File: config.mk
export PLATFORM = sky130hd
export DESIGN_NAME = if_stage
export DESIGN_NICKNAME = d
export VERILOG_FILES = /design/src/rtl/core_pkg.sv /design/src/rtl/if_id_reg.sv /design/src/rtl/if_stage.sv
export SDC_FILE = /design/constraint.sdc
export NUM_CORES = 1
export LEC_CHECK = 0
export BUFFER_PORTS_ARGS = -buffer_cell sky130_fd_sc_hd__buf_2
export CELL_PAD_IN_SITES_DETAIL_PLACEMENT = 0
export CELL_PAD_IN_SITES_GLOBAL_PLACEMENT = 1
export CORE_MARGIN = 5
export CORE_UTILIZATION = 35
export DETAILED_ROUTE_END_ITERATION = 12
export GPL_TIMING_DRIVEN = 0
export PLACE_DENSITY_LB_ADDON = 0.1
export SKIP_CTS_REPAIR_TIMING = 1
export SYNTH_ARGS = -nofsm -noshare
export SYNTH_HDL_FRONTEND = slang
export SYNTH_HIERARCHICAL = 1
export SYNTH_SLANG_ARGS = --single-unit
File: constraint.sdc
create_clock -name clk -period 2.2 [get_ports clk]
set_input_delay 0.11 -clock clk [delete_from_list [all_inputs] [get_ports clk]]
set_output_delay 0.11 -clock clk [all_outputs]
set_load 0.01 [all_outputs]
File: src/rtl/core_pkg.sv
// core_pkg: constants and types shared by the RV32I pipeline stages.
package core_pkg;

    localparam logic [31:0] NOP_INST     = 32'h0000_0013;
    localparam logic [31:0] DEF_RESET_PC = 32'h0000_0000;

    typedef enum logic [1:0] {
        ISSUE = 2'd0,
        WAIT  = 2'd1,
        DROP  = 2'd2,
        HOLD  = 2'd3
    } if_state_t;

    typedef struct packed {
        logic [31:0] inst;
        logic [31:0] pc;
        logic        valid;
    } ifid_t;

    localparam ifid_t IFID_BUBBLE = '{inst: NOP_INST, pc: 32'd0, valid: 1'b0};

endpackage

File: src/rtl/if_id_reg.sv
// if_id_reg: pipeline register with flush > hold > load priority; idle cycles insert a bubble.
module if_id_reg
    import core_pkg::*;
(
    input  logic  clk,
    input  logic  rst,
    input  logic  flush,
    input  logic  hold,
    input  logic  load,
    input  ifid_t d,
    output ifid_t q
);

    always_ff @(posedge clk)
        q <= (rst || flush) ? IFID_BUBBLE : hold ? q : load ? d : IFID_BUBBLE;

endmodule

File: src/rtl/if_stage.sv
// if_stage: owns the PC, keeps one fetch outstanding and loads the IF/ID register.
module if_stage
    import core_pkg::*;
#(
    parameter logic [31:0] RESET_PC = DEF_RESET_PC
) (
    input  logic        clk,
    input  logic        rst,
    input  logic        PCSel,
    input  logic [31:0] ALUOut,
    input  logic        Stall,
    output logic        imem_req,
    output logic [31:0] imem_addr,
    input  logic [31:0] imem_rdata,
    input  logic        imem_ready,
    output logic [31:0] inst_id,
    output logic [31:0] pc_id,
    output logic        valid_id
);

    if_state_t   state, state_n;
    logic [31:0] pc, pc_n, buf_inst, buf_n, target, new_inst;
    logic        deliver;
    ifid_t       d, q;

    assign target    = {ALUOut[31:2], 2'b00};
    assign imem_req  = (state == ISSUE) && !PCSel;
    assign imem_addr = pc;

    always_ff @(posedge clk) begin
        if (rst) begin
            state    <= ISSUE;
            pc       <= RESET_PC;
            buf_inst <= NOP_INST;
        end else begin
            state    <= state_n;
            pc       <= pc_n;
            buf_inst <= buf_n;
        end
    end

    // A redirect always wins; a response that lands during Stall parks in buf_inst.
    always_comb begin
        state_n  = state;
        pc_n     = pc;
        buf_n    = buf_inst;
        deliver  = 1'b0;
        new_inst = imem_rdata;
        case (state)
            ISSUE: begin
                pc_n    = PCSel ? target : pc;
                state_n = PCSel ? ISSUE : WAIT;
            end
            WAIT: begin
                if (PCSel) begin
                    pc_n    = target;
                    state_n = imem_ready ? ISSUE : DROP;
                end else if (imem_ready && Stall) begin
                    buf_n   = imem_rdata;
                    state_n = HOLD;
                end else if (imem_ready) begin
                    deliver = 1'b1;
                    pc_n    = pc + 32'd4;
                    state_n = ISSUE;
                end
            end
            DROP: begin
                pc_n    = PCSel ? target : pc;
                state_n = imem_ready ? ISSUE : DROP;
            end
            default: begin
                if (PCSel) begin
                    pc_n    = target;
                    buf_n   = NOP_INST;
                    state_n = ISSUE;
                end else if (!Stall) begin
                    deliver  = 1'b1;
                    new_inst = buf_inst;
                    pc_n     = pc + 32'd4;
                    state_n  = ISSUE;
                end
            end
        endcase
    end

    assign d = '{inst: new_inst, pc: pc, valid: 1'b1};

    if_id_reg u_if_id (
        .clk  (clk),
        .rst  (rst),
        .flush(PCSel),
        .hold (Stall),
        .load (deliver),
        .d    (d),
        .q    (q)
    );

    assign inst_id  = q.inst;
    assign pc_id    = q.pc;
    assign valid_id = q.valid;

endmodule

==> results.txt <==
- Top delay family on crit path: simple AND/OR/NAND/NOR gates
- Total of flip-flops plus latches after synthesis: 129
- Post-layout util: 0.482
- During synthesis, Yosys emitted a total of 6 warnings.
- The fraction of the mapped netlist area in compound gates is 0.196.
- For this configuration, the core starts out at a cell density of 0.358.
- # IOs: 167
- Adder-cell area share of the yosys netlist: 0.00194
- Relative to the synthesized area, the layout overhead comes to 34.8%.
- Leaving out filler cells and counting taps, the final layout contains 1222.
- The via count of the first global-routing pass is 6465.
- Routed vias/inst: 5.19
- Total CTS buffers: 17
* Placed cell count: 1145
* Fraction of synthesized area in multiplexers: 0.0590
* Die ar.: 21200 µm²
- The library cell used most frequently in the layout, excluding fill and tap cells, is buf_2.
- The slowest stage of the critical path is the or4_4 cell.
* Number of flops mapped to enable cells by yosys: 0
* WS Path Type: flip-flop to flip-flop
- H-tree depth reported by CTS: 4
- The total area inside the core boundary comes to 18000 µm².
* Most frequent cells in the layout: buf_2 (169), nand2_1 (125), dfxtp_1 (122), nand3b_1 (64), a21oi_2 (61)
* DPL Wire Length: 15.6 mm
- Post-synthesis xor/xnor area fraction: 0.00544
* Total wire length: 21.4 mm
* Distinct cell type count after synthesis: 65
* # fillers: 1812
* Share of synthesized flip-flops with an asynchronous set or reset: 0
* Sequential share of the synthesized area: 0.401
- Final routed wire length divided by cell count: 17.5 µm
- Power per standard cell area: 691 nW/µm²
- The setup check on the worst reg-to-reg path leaves a slack of 0.06 ns.
* Area share of the largest cell type after synthesis: 0.401
- Worst VDD drop: 0.549 mV
- The run finished, with violations left.
- By area the synthesized netlist is led by dfxtp_1 (40%), a21oi_2 (8.2%), nand3b_1 (7.5%), nand2_1 (7.3%), mux2_2 (5.6%).
- The first routing iteration left 325 violations.
- Die Width: 146 µm
- The initial antenna violation count came to 1.
- In the finished design, the share of the clock period the worst path needs comes to 0.970.
- Number of DRC violations after detailed routing: 0
* Residual antenna-violating net count after detailed routing: 0
- Time the worst path needs with I/O delays and setup: 2.14 ns
- Cell taking the most area after synthesis: dfxtp_1
- In this design, the stage delay of the slowest critical-path cell is 0.63 ns.
- Walking the worst path, the cells encountered are nand4_2 -> or4_4 -> buf_6 -> or4_1 -> a31oi_1.
- Of the total synthesized cell area, the portion taken by AND, OR, NAND and NOR gates is 0.272.
- The worst setup path is launched from a flip-flop.
- By area, the combinational part of the netlist is dominated by simple AND/OR/NAND/NOR gates.
* Final Hold Fails: 3
* Buffer and inverter count on the worst path: 1
- The count of buffers added on input and output ports is 162.
* TritonCTS clock tree: done
- Fraction of final layout cells with drive strength greater than 1: 0.354
- After routing, the total negative slack on setup checks comes to 0 ns.
- The analysis attributes to cell leakage a power of 0.00330 µW.
- Standard-cell row count: 49
- The sequential cells in the finished layout cover a total of 2590 µm².
- Headroom to the max-slew limit: 0.570
- On the final layout, the worst clock skew is 0.00626 ns.
* Highest Clock Rate: 468 MHz
- After synthesis, the mean cell area works out to 8.58 µm².
- Detailed routing inserted a total of 6342 vias.
* Overall routing resource usage: 0.198
- Highest fanout seen on the critical path: 10
* Data arrival time of the critical path: 2.48 ns
* Pre-antenna DRT Iters: 4
- The first global-routing pass estimated 34.3 mm of wire.
* Master cell of the clock root buffer: clkbuf_16
* Final weighted congestion in routability-driven placement: 0.878
- Total area of multi-input combinational cells: 3530 µm²
- Setup violations remaining at the end of the flow were counted as 0.
- Mapped cell area: 6440 µm²
* Transition at the pin with the smallest max-transition slack: 0.644 ns
- Element type at the critical path end: flip-flop
- Largest buffer count on any clock path: 2
- The worst hold path belongs to the class input pin to flip-flop.
- The clock reaches the later pin of the worst-skew pair after 0.42 ns.
- The final-report max-slew violation count is 0.
- Maximum number of pins on one net before global-route repair: 17
- Required time at the worst-slack endpoint: 2.54 ns
- Total overflow reported by the global router: 0
- The tightest hold path in the finished design has a slack of -0.0290 ns.
* Y dimension of the die: 146 µm
- Sinks on the clock net: 129
- Most common flop cell mapped by yosys: dfxtp_1
- Total power: 6010 µW
- Clock-pin slew was measured on the worst setup and hold paths at 0.06 ns.
- Synthesis produced 751 cells.
- Max-cap violations in this run came to 0.
- Net count reported at finish: 1049
* Failing checks: hold timing
area by class of cell:
class	instances	area share
inverters	9	0.00389
well taps	229	0.0330
clock inverters	14	0.0210
repair buffers	207	0.144
multi-input cells	555	0.407
diodes	1	0.000288
clock buffers	18	0.0494
flip-flops and latches	129	0.298
plain buffers	60	0.0432
synth_stat cells (3+ instances only):
library cell	instances
or3_1	3
nand3b_1	64
buf_6	13
buf_4	6
xnor2_1	4
o21a_1	3
a21oi_1	50
and2_1	3
o21ai_0	18
o31ai_1	3
a22oi_1	3
nor2_1	28
inv_1	8
o311ai_0	3
nor2b_1	4
nand3_1	52
nor3b_1	5
o211ai_1	3
buf_2	8
or4_1	4
nor4_1	6
nand2_1	125
dfxtp_1	129
a21oi_2	60
nand4_1	6
a211o_1	3
clkbuf_1	27
a31oi_1	7
clkbuf_4	3
nor3_1	13
mux2_2	32
and3_1	6
through the flow:
step / instance area (µm²) / worst slack [ns]
after global placement: 7550 / -0.298
after global routing: 8690 / -0.0293
after floorplan: 6460 / 0.177
final: 8690 / 0.0650
after detailed placement: 7550 / -0.401
after CTS: 8170 / -0.435
logic make-up after synthesis:
logic type,Yosys count
simple gates,332
compound gates,179
flops,129
buf+inv,70
mux,34
xor+xnor,4
other cells,2
fa+ha+maj,1
per-layer routing:
metal  global-route usage  vias to the layer above  routed length [µm]
met5                    0                        -                   0
li1                     -                     3132                   -
met1                0.249                     3013                9550
met3               0.0414                       32                 996
met4               0.0821                        0                 558
met2                0.331                      165               10300
path summary, 6_finish.rpt:
check                                                 from                         end  cells after the start
worst max-delay path            imem_addr[11]$_SDFFE_PP0P_  imem_addr[20]$_SDFFE_PP0P_                      5
worst min-delay path                            ALUOut[16]  imem_addr[16]$_SDFFE_PP0P_                      3
worst max register to register  imem_addr[11]$_SDFFE_PP0P_  imem_addr[20]$_SDFFE_PP0P_                      5
worst min register to register   buf_inst[10]$_SDFFE_PP0P_   buf_inst[10]$_SDFFE_PP0P_                      2
where the power goes:
part | switching (µW) | internal (µW) | total, µW
Combinational | 322 | 264 | 586
Sequential | 74.1 | 2380 | 2450
Clock | 1170 | 1800 | 2970
sequential cells by signal (all words and copies together) (netlist names):
register and flops:
u_if_id/q 65, imem_addr 30, state 2, buf_inst 32
worst reg2reg max path, stage by stage (launching register included):
cell and delay (ns):
dfxtp_2 0.43, nand4_2 0.24, or4_4 0.63, buf_6 0.17, or4_1 0.40, a31oi_1 0.18
Power figures use the tool's default switching activity.
